`config.mk`:
```
export PLATFORM = sky130hd
export DESIGN_NAME = dma_copy_engine_flat
export DESIGN_NICKNAME = d
export VERILOG_FILES = /design/src/rtl/dma_copy_engine_if.sv /design/src/rtl/dma_copy_engine.sv /design/src/flat_wrapper.sv
export SDC_FILE = /design/constraint.sdc
export NUM_CORES = 1
export LEC_CHECK = 0
export CAP_MARGIN = 20
export CELL_PAD_IN_SITES_DETAIL_PLACEMENT = 1
export CELL_PAD_IN_SITES_GLOBAL_PLACEMENT = 1
export CORE_UTILIZATION = 35
export DETAILED_ROUTE_END_ITERATION = 6
export GPL_ROUTABILITY_DRIVEN = 0
export PLACE_DENSITY = 0.87
export RECOVER_POWER = 50
export SYNTH_ARGS = -nofsm -noshare
export SYNTH_HDL_FRONTEND = slang
export SYNTH_SLANG_ARGS = --single-unit
```
`constraint.sdc`:
```
create_clock -name clk -period 3.1 [get_ports clk]
set_input_delay 0.93 -clock clk [delete_from_list [all_inputs] [get_ports clk]]
set_output_delay 0.93 -clock clk [all_outputs]
set_load 0.005 [all_outputs]
```
`src/rtl/dma_copy_engine_if.sv`:
```
// Master-port bundle between the DMA engine and the address-decoding interconnect.
// Handshake: bus_req/bus_gnt is a same-cycle request/grant; a bus access happens only in a cycle with bus_gnt=1.
interface dma_copy_engine_if #(
  parameter int WIDTH = 32
);
  logic             bus_req;
  logic             bus_gnt;
  logic             we_m;
  logic [WIDTH-1:0] addr_m;
  logic [WIDTH-1:0] wd_m;
  logic [WIDTH-1:0] rd_m;

  modport master (
    output bus_req,
    output we_m,
    output addr_m,
    output wd_m,
    input  bus_gnt,
    input  rd_m
  );

  modport slave (
    input  bus_req,
    input  we_m,
    input  addr_m,
    input  wd_m,
    output bus_gnt,
    output rd_m
  );
endinterface

```
`src/rtl/dma_copy_engine.sv`:
```
// Single-channel DMA: word copy (src->dst) or word fill (pattern->dst) over the shared master port.
// bus_gnt is combinational, so every bus output is gated by it within the same cycle.
module dma_copy_engine #(
  parameter int WIDTH     = 32,
  parameter int ADDR_STEP = 4,
  parameter int LEN_W     = 16
) (
  input  logic             clk,
  input  logic             rst,
  dma_copy_engine_if.master bus,
  input  logic             start,
  input  logic             mode,
  input  logic [WIDTH-1:0] src_addr,
  input  logic [WIDTH-1:0] dst_addr,
  input  logic [LEN_W-1:0] len,
  input  logic [WIDTH-1:0] fill_data,
  input  logic             abort,
  output logic             busy,
  output logic             done,
  output logic             aborted,
  output logic [LEN_W-1:0] words_left,
  output logic [1:0]       state_dbg
);

  typedef enum logic [1:0] {
    IDLE = 2'd0,
    RD   = 2'd1,
    WR   = 2'd2,
    DONE = 2'd3
  } state_t;

  state_t           state_q, state_d;
  logic [WIDTH-1:0] src_q, dst_q, data_q, pat_q;
  logic [LEN_W-1:0] cnt_q;
  logic             mode_q, fresh_q, abort_q;
  logic             abort_pend;
  logic             last_word;

  localparam logic [WIDTH-1:0] STEP = WIDTH'(ADDR_STEP);
  localparam logic [LEN_W-1:0] ONE  = LEN_W'(1);

  // abort is honoured in the cycle it arrives as well as every later busy cycle
  assign abort_pend = abort_q | abort;
  assign last_word  = (cnt_q <= ONE);

  always_ff @(posedge clk) begin
    if (rst) begin
      state_q <= IDLE;
    end else begin
      state_q <= state_d;
    end
  end

  always_comb begin
    state_d = state_q;
    case (state_q)
      IDLE: begin
        if (start) begin
          if (len == '0)  state_d = DONE;
          else if (mode)  state_d = WR;
          else            state_d = RD;
        end
      end
      RD: begin
        if (abort_pend)       state_d = DONE;
        else if (bus.bus_gnt) state_d = WR;
      end
      WR: begin
        if (bus.bus_gnt) begin
          if (last_word || abort_pend) state_d = DONE;
          else if (!mode_q)            state_d = RD;
        end
      end
      DONE:    state_d = IDLE;
      default: state_d = IDLE;
    endcase
  end

  always_comb begin
    bus.bus_req = 1'b0;
    bus.we_m    = 1'b0;
    bus.addr_m  = '0;
    bus.wd_m    = '0;
    busy        = (state_q != IDLE);
    done        = (state_q == DONE);
    aborted     = (state_q == DONE) && abort_q;
    case (state_q)
      RD: begin
        bus.bus_req = 1'b1;
        if (bus.bus_gnt && !abort_pend) begin
          bus.addr_m = src_q;
        end
      end
      WR: begin
        bus.bus_req = 1'b1;
        if (bus.bus_gnt) begin
          bus.we_m   = 1'b1;
          bus.addr_m = dst_q;
          // first WR cycle after a read sees the slave data directly on rd_m
          if (mode_q)       bus.wd_m = pat_q;
          else if (fresh_q) bus.wd_m = bus.rd_m;
          else              bus.wd_m = data_q;
        end
      end
      default: ;
    endcase
  end

  always_ff @(posedge clk) begin
    if (rst) begin
      src_q   <= '0;
      dst_q   <= '0;
      cnt_q   <= '0;
      data_q  <= '0;
      pat_q   <= '0;
      mode_q  <= 1'b0;
      fresh_q <= 1'b0;
      abort_q <= 1'b0;
    end else begin
      case (state_q)
        IDLE: begin
          if (start) begin
            src_q   <= src_addr;
            dst_q   <= dst_addr;
            cnt_q   <= len;
            pat_q   <= fill_data;
            mode_q  <= mode;
            fresh_q <= 1'b0;
            abort_q <= 1'b0;
          end
        end
        RD: begin
          abort_q <= abort_pend;
          if (bus.bus_gnt && !abort_pend) begin
            src_q   <= src_q + STEP;
            fresh_q <= 1'b1;
          end
        end
        WR: begin
          abort_q <= abort_pend;
          // rd_m is only valid in the first WR cycle; keep it across a lost grant
          if (fresh_q) begin
            data_q  <= bus.rd_m;
            fresh_q <= 1'b0;
          end
          if (bus.bus_gnt) begin
            dst_q <= dst_q + STEP;
            if (cnt_q != '0) cnt_q <= cnt_q - ONE;
          end
        end
        default: ;
      endcase
    end
  end

  assign words_left = cnt_q;
  assign state_dbg  = state_q;

endmodule
```
`src/flat_wrapper.sv`:
```
// flat-port wrapper written by rule: the top's interface ports become plain ports
module dma_copy_engine_flat 
#(
  parameter int WIDTH     = 32,
  parameter int ADDR_STEP = 4,
  parameter int LEN_W     = 16
)
  (clk, rst, start, mode, src_addr, dst_addr, len, fill_data, abort, busy, done, aborted, words_left, state_dbg, bus_bus_req, bus_we_m, bus_addr_m, bus_wd_m, bus_bus_gnt, bus_rd_m);
  dma_copy_engine_if #(.WIDTH(WIDTH)) bus_i ();
  input  logic clk;
  input  logic rst;
  input  logic start;
  input  logic mode;
  input  logic [WIDTH-1:0] src_addr;
  input  logic [WIDTH-1:0] dst_addr;
  input  logic [LEN_W-1:0] len;
  input  logic [WIDTH-1:0] fill_data;
  input  logic abort;
  output logic busy;
  output logic done;
  output logic aborted;
  output logic [LEN_W-1:0] words_left;
  output logic [1:0] state_dbg;
  output wire logic [$bits(bus_i.bus_req)-1:0] bus_bus_req;
  output wire logic [$bits(bus_i.we_m)-1:0] bus_we_m;
  output wire logic [$bits(bus_i.addr_m)-1:0] bus_addr_m;
  output wire logic [$bits(bus_i.wd_m)-1:0] bus_wd_m;
  input wire logic [$bits(bus_i.bus_gnt)-1:0] bus_bus_gnt;
  input wire logic [$bits(bus_i.rd_m)-1:0] bus_rd_m;
  assign bus_bus_req = bus_i.bus_req;
  assign bus_we_m = bus_i.we_m;
  assign bus_addr_m = bus_i.addr_m;
  assign bus_wd_m = bus_i.wd_m;
  assign bus_i.bus_gnt = bus_bus_gnt;
  assign bus_i.rd_m = bus_rd_m;
  dma_copy_engine #(.WIDTH(WIDTH), .ADDR_STEP(ADDR_STEP), .LEN_W(LEN_W)) u_core (.clk(clk), .rst(rst), .bus(bus_i), .start(start), .mode(mode), .src_addr(src_addr), .dst_addr(dst_addr), .len(len), .fill_data(fill_data), .abort(abort), .busy(busy), .done(done), .aborted(aborted), .words_left(words_left), .state_dbg(state_dbg));
endmodule
```
# Word level (Yosys, flattened, before mapping)
# Cells that the tools add are included.
dict set report word_totals {
  mem_count 0
  wordCells 76
  mem_bits_ro 0
  reg_bits 149
  mem_bits_rw 0
  latchBits 0
  out_inout_bits 87
  input_bits 150
}
dict set report op_classes {
  n_eq_ne 9
  mux 33
  shifts 0
  n_reduce_logical 20
  magnitude_cmp 1
  n_mul 0
  n_div 0
  add_sub_neg 3
  n_bitwise 1
}
# operator n
set op_table {}
lappend op_table {{$mux 32} 10}
lappend op_table {{$pmux 32 s2} 3}
lappend op_table {{$add 32x3->32 const B} 2}
lappend op_table {{$mux 16} 3}
lappend op_table {{$pmux 16 s2} 1}
lappend op_table {{$le 16x1->1 const B} 1}
lappend op_table {{$logic_not 16->1} 1}
lappend op_table {{$mux 2} 8}
lappend op_table {{$reduce_bool 16->1} 1}
lappend op_table {{$sub 16x1->16 const B} 1}
lappend op_table {{$reduce_and 3->1} 3}
lappend op_table {{$pmux 2 s4} 1}
lappend op_table {{$reduce_and 4->1} 2}
lappend op_table {{$reduce_bool 2->1} 4}
lappend op_table {{$mux 1} 5}
lappend op_table {{$eq 2x2->1 const B} 2}
lappend op_table {{$ne 2x1->1 const B} 2}
lappend op_table {{$ne 2x2->1 const B} 2}
lappend op_table {{$reduce_and 2->1} 2}
lappend op_table {{$ne 3x2->1 const B} 1}
lappend op_table {{$ne 3x3->1 const B} 1}
lappend op_table {{$pmux 1 s3} 1}
lappend op_table {{$reduce_bool 3->1} 1}
lappend op_table {{$eq 2x1->1 const B} 1}
lappend op_table {{7 further kinds} 8}

# Logic depth before layout (Yosys ltp)
dict set report depth {
  ltp_word 5
  ltp_mapped 10
  depth_no_buf 7
}

# Least setup slack after synthesis
# OpenSTA, ideal clock, no wires.
dict set report synth_path {
  kind {input port to output port}
  from {input abort}
  to {output bus_addr_m[22]}
  path_buffers 2
  arrival_time_ps 1868
  required_time_ps 2170
  stages 5
  slack_ps 302
  cell_sequence {and4bb_2 -> buf_6 -> clkbuf_1 -> a22oi_1 -> nor2b_1}
}
dict set report synth_via {
  elab_chain_len 5
}
# element line
set synth_rtl {}
lappend synth_rtl {{start: declaration} flat_wrapper.sv:18} ;# input logic abort;
lappend synth_rtl {{$or 1x1->1} dma_copy_engine.sv:43} ;# assign abort_pend = abort_q | abort;
lappend synth_rtl {{$logic_not 1->1} dma_copy_engine.sv:90} ;# if (bus.bus_gnt && !abort_pend) begin
lappend synth_rtl {{$logic_and 1x1->1} dma_copy_engine.sv:90}
lappend synth_rtl {{$mux 32} dma_copy_engine.sv:90}
lappend synth_rtl {{$pmux 32 s2} dma_copy_engine.sv:87} ;# case (state_q)
lappend synth_rtl {{end: declaration} flat_wrapper.sv:26} ;# output wire logic [$bits(bus_i.addr_m)-1:0] bus_addr_m;
# Every way passes these cells.

# Worst setup path after layout
dict set report layout_path {
  from {input abort}
  to {output bus_addr_m[16]}
}
# The elaborated chain is that of the path after synthesis.

==> run metrics <==
CTS Hold Bufs=0; Min Clock Period, post-route=between 3000 and 4000 ps; clock network power share=19.9%; Cell variety after synth=80; register area=between 0.002 and 0.003 mm2; met3 usage=under 10%; status=completed; number of global-route vias before repair=between 10000 and 15000; PortBufs=236; Total GRT Usage=between 20% and 30%; CTS clk-pin slew, worst paths=70 ps; critical path class=in2out; largest net degree at the start of global routing=68; I/O Pins=between 200 and 250; grt total ovfl=0; max_slew headroom=between 15 and 20%; switching share of power=around 46%; hpwl dp=about 26 mm; crit share post-route=~100%; total CTS buffers=17; Top FF cell, synth=dfxtp_1; Multi-input gate area=0.00566 mm2; worst slack, placed=-648 ps; synthesized cell area=0.00905 mm2; Synth area leaders=dfxtp_1 (33%), a21oi_1 (8.2%), nand2_1 (8.0%); met2 Usage GRT=between 40 and 50%; share of the synthesized area in the top cell type=32.9%; maxcap violations=0; drt via density=~5.7; clk_lat worst skew=about 430 ps; Setup crit end kind=output port; initial core utilization=between 30% and 40%; Max IR drop VDD=between 300 and 400 uV; Seq/Total Area, Yosys=approximately 33%; top-count cell post-synth=nand2_1; Hold Vio Cnt, Final=0; CTS tree=yes; Nets=between 1500 and 2000; # clock sinks=149; die height=roughly 160 um; leading area contributor after synthesis=dfxtp_1; async set-reset flop share out of synthesis=0%; crit start category=input pin; busiest grt layer=met2; root buffer cell=clkbuf_16; top cells by count, synth=nand2_1 (193), a21oi_1 (149), dfxtp_1 (149); Fillers=3081; H-tree levels=4; Critical Path AT=about 2200 ps; Antenna Nets Post-Route=0; internal power=~5.6 mW; Worst Max-Slew Pin Slew=1200 ps; area grow syn2layout=38.8%; fmax=between 300 and 400 MHz; Max Slew Vio Count=0; Yosys reg bits=149; Cells after Synth=roughly 1200; CP required=about 2200 ps; static leakage=4.62 nW; Post-synth EDFFs=0; Placed Cells=around 1700; Sw Pwr=approximately 4.7 mW; crit-path max FO=7; layout cell share with drive strength beyond 1=between 10% and 20%; dpl cell area=~0.012 mm2; via count=10200; Mapped Nets=between 1000 and 1500; combinational share of power=roughly half; core area=0.0253 mm2; YS warnings=0; Worst Clk Skew=about 14 ps; Cell Pwr Density=a little over 800 mW/mm2; non-filler cells, final=1780; worst hold path type=reg2reg; final-report setup violation count=0; PnR worst setup slack=~3.7 ps; Synth Area per Inst=approximately 7.5 um2; # rows=58; worst-case clock buffer depth=2; 1st-iter DRT viols=678; drt pass-1 iters=6; first-pass GRT wire length=~57 mm; Die ar.=0.0265 mm2; final core utilization=roughly half; WL per Instance=20.7 um; Seq pwr share=a little under a third; drt drc=0; fin area=roughly 0.013 mm2; initial antenna violation count=7; Die Wd=between 150 and 200 um; grt met1 use=around 36%; DRT Wirelength=between 30 and 40 mm
-- final timing paths --
kind,start,end,slack (ps),cells after the start
hold reg to reg,u_core.data_q[3],u_core.data_q[3],460,2
setup reg to reg,u_core.state_dbg[0],u_core.dst_q[8],220,10
setup / recovery,abort,bus_addr_m[16],4,8
hold / removal,u_core.data_q[3],u_core.data_q[3],460,2
-- through the flow --
stage | power, mW | setup TNS, ps | hold WS (ps)
after floorplan | 6.09 | 0 | 432
after global placement | 8.02 | -26020 | 441
after detailed placement | 8.20 | -29270 | 449
after CTS | 10.4 | -216 | 459
after global routing | 11.0 | -33.4 | 473
final | 10.4 | 0 | 457
-- registers in the layout (all words and copies together), names as in the netlist --
register / count
u_core.data_q: 32
u_core.dst_q: 32
u_core.pat_q: 32
u_core.src_q: 32
u_core.words_left: 16
u_core.state_dbg: 2
u_core.abort_q: 1
u_core.fresh_q: 1
u_core.mode_q: 1
-- layout make-up --
cell class	count	area share, %
multi-input combinational	943	45.0
timing repair buffer	298	22.5
sequential	149	23.8
tap	330	3.29
clock buffer	18	3.42
antenna	4	0.0797
inverter	24	0.717
clock inverter	14	1.13
-- worst max-delay path, stage by stage --
cell      delay [ps]
buf_6             90
and4bb_4         320
buf_6            120
buf_12           140
buf_8            130
a22oi_2           80
nor2b_1          180
buf_2            160
-- logic make-up (layout without fill, tap and decap cells) --
| group | Yosys count | count (layout) | synth area share (%) |
|---|---|---|---|
| fa+ha+maj | 10 | 10 | 1.38 |
| buf+inv | 121 | 354 | 5.89 |
| other cells | 0 | 4 | 0 |
| mux | 60 | 60 | 6.69 |
| simple gates | 523 | 523 | 29.3 |
| flops | 149 | 149 | 32.9 |
| compound gates | 350 | 350 | 23.8 |
-- layer usage --
metal,wire (um),vias to the layer above
met3,1870,93
met1,16200,4941
li1,-,4814
met2,17200,319
met5,46,-
met4,1610,6
-- power groups by stage --
stage               logic, mW  clock network, mW  registers, mW
floorplan                3.25                  0           2.83
global placement         4.86                  0           3.16
detailed placement       5.02                  0           3.18
CTS                      5.16               2.11           3.16
global route             5.58               2.18           3.26
finish                   5.11               2.07           3.21
-- layout by cell type (no fill, tap or decap), types with 13 or more instances in the layout --
cell and n:
dfxtp_1 145, buf_4 33, mux2i_1 56, o22ai_1 15, a22oi_2 16, a22oi_1 49
a21oi_1 142, nand2_1 193, inv_1 21, dlygate4sd2_1 39, clkbuf_16 17, o21ai_0 49
nor2_1 120, nand3_1 30, nor3_1 33, nor2b_1 41, nor4_1 13, buf_2 19
clkdlybuf4s50_1 149, dlygate4sd3_1 19, nand4_1 15
-- what timing repair did --
item | 4_1_cts | 5_1_grt
gates cloned | 3 | 0
pin swaps | 12 | 4
setup buffers | 9 | 0
setup endpoints to repair | 65 | 29
gates resized for setup | 157 | 17
(Power assumes the default switching activity.)
